<file path="config.mk">
export PLATFORM = sky130hd
export DESIGN_NAME = drlp_img_bf_ctrl
export DESIGN_NICKNAME = d
export VERILOG_FILES = /design/src/rtl/drlp_img_bf_ctrl.sv
export SDC_FILE = /design/constraint.sdc
export NUM_CORES = 1
export LEC_CHECK = 0
export CELL_PAD_IN_SITES_DETAIL_PLACEMENT = 0
export CELL_PAD_IN_SITES_GLOBAL_PLACEMENT = 1
export CORE_AREA = 2 2 151 153
export CTS_CLUSTER_DIAMETER = 60
export DETAILED_ROUTE_END_ITERATION = 16
export DIE_AREA = 0 0 153 155
export PLACE_DENSITY_LB_ADDON = 0.08
export SLEW_MARGIN = 5
export SYNTH_ARGS = -nofsm -noshare
export SYNTH_HDL_FRONTEND = slang
export SYNTH_SLANG_ARGS = --single-unit
</file>
<file path="constraint.sdc">
create_clock -name i_clk -period 2.25 [get_ports i_clk]
set_clock_uncertainty 0.15 [all_clocks]
set_input_delay 0.225 -clock i_clk [delete_from_list [all_inputs] [get_ports i_clk]]
set_output_delay 0.225 -clock i_clk [all_outputs]
set_load 0.05 [all_outputs]
</file>
<file path="src/rtl/drlp_img_bf_ctrl.sv">
// Image buffer controller: arbitrates one buffer access per cycle between a
// loader write stream and a raster-scan tile reader, and registers read data
// into a one-entry valid/ready output stage.
module drlp_img_bf_ctrl #(
  parameter int DATA_WIDTH       = 8,
  parameter int ADDR_WIDTH       = 10,
  parameter int TOTAL_DATA_WIDTH = DATA_WIDTH * 6,
  parameter int DIM_WIDTH        = 8
) (
  input  logic                        i_clk,
  input  logic                        i_rst,
  input  logic                        i_start,
  input  logic [ADDR_WIDTH-1:0]       i_base_addr,
  input  logic [DIM_WIDTH-1:0]        i_num_rows,
  input  logic [DIM_WIDTH-1:0]        i_num_cols,
  input  logic [ADDR_WIDTH-1:0]       i_row_stride,
  output logic                        o_busy,
  output logic                        o_done,
  input  logic                        i_ld_valid,
  input  logic [ADDR_WIDTH-1:0]       i_ld_addr,
  input  logic [TOTAL_DATA_WIDTH-1:0] i_ld_data,
  output logic                        o_ld_ready,
  output logic                        o_bf_wr_en,
  output logic [ADDR_WIDTH-1:0]       o_bf_wr_addr,
  output logic [TOTAL_DATA_WIDTH-1:0] o_bf_wr_data,
  output logic                        o_bf_rd_en,
  output logic [ADDR_WIDTH-1:0]       o_bf_rd_addr,
  input  logic [TOTAL_DATA_WIDTH-1:0] i_bf_rd_data,
  output logic                        o_px_valid,
  output logic [TOTAL_DATA_WIDTH-1:0] o_px_data,
  output logic                        o_px_last,
  input  logic                        i_px_ready
);

  typedef enum logic [1:0] {S_IDLE, S_RUN, S_DRAIN, S_DONE} state_t;

  state_t                      r_state;
  state_t                      w_state_nxt;
  logic [DIM_WIDTH-1:0]        r_rows;
  logic [DIM_WIDTH-1:0]        r_cols;
  logic [DIM_WIDTH-1:0]        r_row;
  logic [DIM_WIDTH-1:0]        r_col;
  logic [ADDR_WIDTH-1:0]       r_stride;
  logic [ADDR_WIDTH-1:0]       r_row_base;
  logic                        r_last_grant_rd;
  logic                        r_px_valid;
  logic                        r_px_last;
  logic [TOTAL_DATA_WIDTH-1:0] r_px_data;

  logic w_wr_req;
  logic w_rd_req;
  logic w_wr_gnt;
  logic w_rd_gnt;
  logic w_last_col;
  logic w_final;
  logic w_hs;
  logic w_empty_tile;

  assign w_wr_req     = i_ld_valid;
  assign w_rd_req     = (r_state == S_RUN) && (!r_px_valid || i_px_ready);
  // Contested cycles go to the side that did not win the previous contest.
  assign w_wr_gnt     = w_wr_req && (!w_rd_req || r_last_grant_rd);
  assign w_rd_gnt     = w_rd_req && !w_wr_gnt;
  assign w_last_col   = (r_col == r_cols - DIM_WIDTH'(1));
  assign w_final      = w_last_col && (r_row == r_rows - DIM_WIDTH'(1));
  assign w_hs         = r_px_valid && i_px_ready;
  assign w_empty_tile = (i_num_rows == '0) || (i_num_cols == '0);

  assign o_px_valid = r_px_valid;
  assign o_px_data  = r_px_data;
  assign o_px_last  = r_px_last;

  // State register.
  always_ff @(posedge i_clk) begin
    if (i_rst) r_state <= S_IDLE;
    else       r_state <= w_state_nxt;
  end

  // Next-state and status outputs.
  always_comb begin
    w_state_nxt = r_state;
    o_busy      = 1'b0;
    o_done      = 1'b0;
    case (r_state)
      S_IDLE: begin
        if (i_start) w_state_nxt = w_empty_tile ? S_DONE : S_RUN;
      end
      S_RUN: begin
        o_busy = 1'b1;
        if (w_rd_gnt && w_final) w_state_nxt = S_DRAIN;
      end
      S_DRAIN: begin
        o_busy = 1'b1;
        if (w_hs) w_state_nxt = S_DONE;
      end
      S_DONE: begin
        o_done      = 1'b1;
        w_state_nxt = S_IDLE;
      end
      default: w_state_nxt = S_IDLE;
    endcase
  end

  // Tile parameters and raster address counters.
  always_ff @(posedge i_clk) begin
    if (i_rst) begin
      r_rows     <= '0;
      r_cols     <= '0;
      r_stride   <= '0;
      r_row_base <= '0;
      r_row      <= '0;
      r_col      <= '0;
    end else if (r_state == S_IDLE && i_start) begin
      r_rows     <= i_num_rows;
      r_cols     <= i_num_cols;
      r_stride   <= i_row_stride;
      r_row_base <= i_base_addr;
      r_row      <= '0;
      r_col      <= '0;
    end else if (w_rd_gnt) begin
      if (w_last_col) begin
        r_col      <= '0;
        r_row      <= r_row + DIM_WIDTH'(1);
        r_row_base <= r_row_base + r_stride;
      end else begin
        r_col <= r_col + DIM_WIDTH'(1);
      end
    end
  end

  // Round-robin history, updated only when both sides compete.
  always_ff @(posedge i_clk) begin
    if (i_rst)                     r_last_grant_rd <= 1'b1;
    else if (w_wr_req && w_rd_req) r_last_grant_rd <= w_rd_gnt;
  end

  // One-entry output stage; a same-cycle read reloads it back-to-back.
  always_ff @(posedge i_clk) begin
    if (i_rst) begin
      r_px_valid <= 1'b0;
      r_px_last  <= 1'b0;
      r_px_data  <= '0;
    end else if (w_rd_gnt) begin
      r_px_valid <= 1'b1;
      r_px_last  <= w_final;
      r_px_data  <= i_bf_rd_data;
    end else if (w_hs) begin
      r_px_valid <= 1'b0;
      r_px_last  <= 1'b0;
    end
  end

  // Buffer port drive; everything idles at zero when not granted.
  always_comb begin
    o_ld_ready   = w_wr_gnt;
    o_bf_wr_en   = w_wr_gnt;
    o_bf_wr_addr = w_wr_gnt ? i_ld_addr : '0;
    o_bf_wr_data = w_wr_gnt ? i_ld_data : '0;
    o_bf_rd_en   = w_rd_gnt;
    o_bf_rd_addr = w_rd_gnt ? (r_row_base + ADDR_WIDTH'(r_col)) : '0;
  end

endmodule

</file>
=== Word-level counts from Yosys, hierarchy flattened ===
Index checks and enable logic that the tools add are counted.

* Register bits after elaboration: 105
* Input bits: 147
* Logic and storage cells: 67

* $add $sub $neg: 6
* Eq/ne operators: 8
* Mux-type cells: 17
* Reduce and logical (&&, ||, !) cells: 25

{| class="wikitable"
|+ Operators with widths
! operator !! number
|-
| two-way mux 10 bit || 5
|-
| two-way mux 48 bit || 1
|-
| adder 8 x 1 -> 8 bit (second input constant) || 2
|-
| == test 8 bit || 2
|-
| zero test 8 bit || 2
|-
| subtractor 8 x 1 -> 8 bit (second input constant) || 2
|-
| adder 10 bit || 1
|-
| adder 10 x 8 -> 10 bit || 1
|-
| logical AND 1 bit || 8
|-
| two-way mux 2 bit || 4
|-
| two-way mux 8 bit || 1
|-
| case mux 2 bit (4 select lines) || 1
|-
| nonzero test 2 bit || 3
|-
| two-way mux 1 bit || 5
|-
| == test 2 bit (second input constant) || 2
|-
| inequality test 2 bit (second input constant) || 2
|-
| AND reduction 2 bit || 2
|-
| OR reduction 2 bit || 2
|-
| zero test 1 bit || 3
|-
| logical OR 1 bit || 3
|-
| AND reduction 3 bit || 1
|-
| == test 2 x 1 -> 1 bit (second input constant) || 1
|-
| zero test 2 bit || 1
|-
| inequality test 2 x 1 -> 1 bit (second input constant) || 1
|}

=== Logic depth before layout (Yosys ltp) ===
* Word-level depth: 11
* Depth in mapped cells: 11
* Mapped depth without buffers: 10

=== Least setup slack after synthesis ===
OpenSTA, ideal clock, no wires.

* Path kind: reg2out
* Start point: reg r_col[1]
* End point: out o_bf_rd_addr[7]
* Arrival: 2.802 ns
* Data required time: 1.875 ns
* Path slack: -0.927 ns
* Stages on the path, launching flop included: 8
* Path buffers: 0
* Cells stage by stage: dfxtp_1 > ha_1 > a21o_1 > a21oi_1 > o21bai_1 > a2111o_1 > nand3_1 > nor3b_1

* Longest elaborated chain between the ends: 2

{| class="wikitable"
|+ Ends and longest elaborated chain
! element !! RTL line !! text
|-
| start, declared || 42 || <nowiki>logic [DIM_WIDTH-1:0] r_col;</nowiki>
|-
| start signal, assigned || 126 || <nowiki>r_col <= r_col + DIM_WIDTH'(1);</nowiki>
|-
| adder 10 x 8 -> 10 bit || 160 || <nowiki>o_bf_rd_addr = w_rd_gnt ? (r_row_base + ADDR_WIDTH'(r_col)) : '0;</nowiki>
|-
| two-way mux 10 bit || 160 ||
|-
| end, declared || 27 || <nowiki>output logic [ADDR_WIDTH-1:0] o_bf_rd_addr,</nowiki>
|}

Every way passes these cells.

=== Worst setup path in the final report ===
* Start point: reg r_row_base[1]
* End point: out o_bf_rd_addr[6]

* Longest elaborated chain between the ends: 2

{| class="wikitable"
|+ Ends and longest elaborated chain
! element !! RTL line !! text
|-
| start, declared || 44 || <nowiki>logic [ADDR_WIDTH-1:0] r_row_base;</nowiki>
|-
| start signal, assigned || 117 || <nowiki>r_row_base <= i_base_addr;</nowiki>
|-
| start signal, assigned || 124 || <nowiki>r_row_base <= r_row_base + r_stride;</nowiki>
|-
| adder 10 x 8 -> 10 bit || 160 ||
|-
| two-way mux 10 bit || 160 ||
|}

Every way passes these cells.

==> results.cfg <==
[floorplanning]
initial_core_util = 0.256
die_area_um2 = 23700
io_pins = 270
dieWidth_um = 153
core_um2 = 22200
rows = 55
die_y_um = 155

[timing]
rsz0062_at_grt = true
finalSetupViolations = 43
post-route-period-util = 1.27
fmax_mhz = 350
fin_crit_ps = 2860
max_slew_margin = 0.596
worst_slew_pin_slew_ps = 606
slew_violations = 0
setup_ws_ps = -606
hold_viol = 0

[yosys]
yosysMostFrequentCell = nand2_1
synth_commonest_cells = nand2_1, dfxtp_1, a21oi_1
synth_area_leaders = dfxtp_1, nand2_1, a21oi_1
yosysWarnings = 0
syn_area_um2 = 5680
syn-num-nets = 897
synth_edf_count = 0
synth_top_area_frac = 0.370
ys_ff_latch = 105
syn_inst = 722
synth.avg_cell_area_um2 = 7.87
ys_types = 55
synth_seq_area_share = 0.370
ys_dominant_reg_cell = dfxtp_1
async_reset_ff_frac = 0
yosysTopAreaCell = dfxtp_1

[grt]
use_met2 = 0.316
busiest_layer = met2
grt_pass1_wl_mm = 31.2
grt_max_degree = 65
met1_usage = 0.185
gr-total-overflow = 0
gr-usage-met3 = 0.0401
grt_pass1_vias = 5890
grt_antenna_before_repair = 0
grt.total_usage = 0.168

[clock_network]
htree_levels = 3
clk_pin_slew_ps = 70
holdBufCountCts = 0
clockRootBuffer = clkbuf_16
clock-sinks = 105
cts.path.max_buffers = 2
clock_latency_ps = 350
cts_tree = yes
cts_made_buffers = 9

[critical_path]
crit_fanout = 2
crit_required_ps = 1880
r2r_setup_slack_ps = -180
r2r_cells = 11
path_class = flop to output pin
arrival_ps = 2480
worstSetupEndpointType = output pin
cp-start-kind = flop

[layout]
fin_util = 0.492
stdcell_count = 1343
nets = 1228
area_growth_pct = 92.4
diodes = 0
post_route_cells_drive_above_1_share = 0.293
final_cell_area_um2 = 10900

[detailed_routing]
wl_per_cell_um = 15.7
num_vias = 5996
via_per_inst = 4.46
first_pass_iters = 4
final_antenna_net_count = 0
drt_iter0_drc = 236
drc = 0
drt_wl_total_mm = 21.1

[power]
pwr-share-comb = 0.531
worst_ir_drop_vdd_v = 0.000341
p_sw_w = 0.00342
pwr-share-clk = 0.191
intPower_w = 0.00497
p_leak_nw = 4.34
switching_share = 0.408
seqPwrFrac = 0.278
power.density_nw_per_um2 = 768

[placement]
hpwl_mm = 15.8
place_inst = 1302
dpl_cell_area_um2 = 9880
dp_slack_ps = -263
portBuffers = 269
gp_congestion = 0.776

[flow_run]
maxCapViolCount = 0

[status]
status = finished, violations left
violations = setup timing

[min_path]
holdCritPathClass = input pin to flop
min_path_cells = 2
stage by stage:
stage / setup TNS (ps) / hold WS [ps] / power [W]
floorplan: -411 / 203 / 0.00475
global placement: -4110 / 291 / 0.00646
detailed placement: -5170 / 296 / 0.00646
CTS: -5050 / 36.3 / 0.00831
global route: -10540 / 50.7 / 0.00891
finish: -4830 / 42.2 / 0.00840
routing by layer:
metal | share of wire | vias to the layer above
li1 | - | 3060
met4 | 0.018 | 0
met2 | 0.54 | 162
met3 | 0.055 | 22
met5 | 0 | -
met1 | 0.39 | 2752
cell type report:
class                      instances  area [µm²]
multi-input combinational        559        3810
timing repair buffer             361        4280
tap                              285         357
fill                            2153       11300
clock inverter                     6        56.3
clock buffer                      10         239
sequential                       105        2120
inverter                          17        63.8
power by group through the flow:
stage | combinational (W) | sequential, W | clock, W
6_report | 0.00446 | 0.00234 | 0.00160
4_1_cts | 0.00430 | 0.00234 | 0.00167
3_5_place_dp | 0.00408 | 0.00237 | 0
2_1_floorplan | 0.00195 | 0.00280 | 0
3_3_place_gp | 0.00409 | 0.00236 | 0
5_1_grt | 0.00479 | 0.00238 | 0.00174
sequential cells by signal, summed over array words and instances (netlist names), 2 cells and up:
register / cells
o_px_data: 48
r_col: 8
r_cols: 8
r_row: 8
r_row_base: 10
r_rows: 8
r_state: 2
r_stride: 10
final timing paths:
path | from | end
worst max-delay path | r_row_base[1] | o_bf_rd_addr[6]
worst min-delay path | i_rst | r_rows[7]
worst max register to register | r_cols[0] | r_row_base[7]
worst min register to register | o_px_data[9] | o_px_data[9]
cell families after synthesis:
| group | after synthesis | share of synthesized area |
|---|---|---|
| simple gates | 328 | 0.274 |
| compound gates | 138 | 0.140 |
| flops | 105 | 0.370 |
| buf+inv | 58 | 0.0487 |
| xor+xnor | 50 | 0.0771 |
| fa+ha+maj | 28 | 0.0643 |
| mux | 15 | 0.0269 |
timing repair:
action,4_1_cts,5_1_grt
endpoints found under the setup margin,96,87
setup buffers,7,13
cloned,2,5
pin swaps,33,71
gates resized for setup,57,70
cell usage in the layout, fill, tap and decap left out, drive strengths merged, types with 17 or more instances in the layout:
cell / n
dfxtp: 105
nand2: 167
a21oi: 91
xnor2: 33
clkdlybuf4s50: 195
xor2: 17
ha: 26
and2: 62
buf: 162
nor2: 45
inv: 21
critical path: stages, from the launching register on:
cell and delay, ps:
dfxtp_4 360, buf_4 140, buf_4 130, fa_2 360, a21o_1 200, a21oi_2 150, o21bai_1 90, a21oi_2 180
buf_4 140, xor2_2 170, nor2_4 50, buf_12 140
No activity file was read; power rests on OpenSTA's default activity.
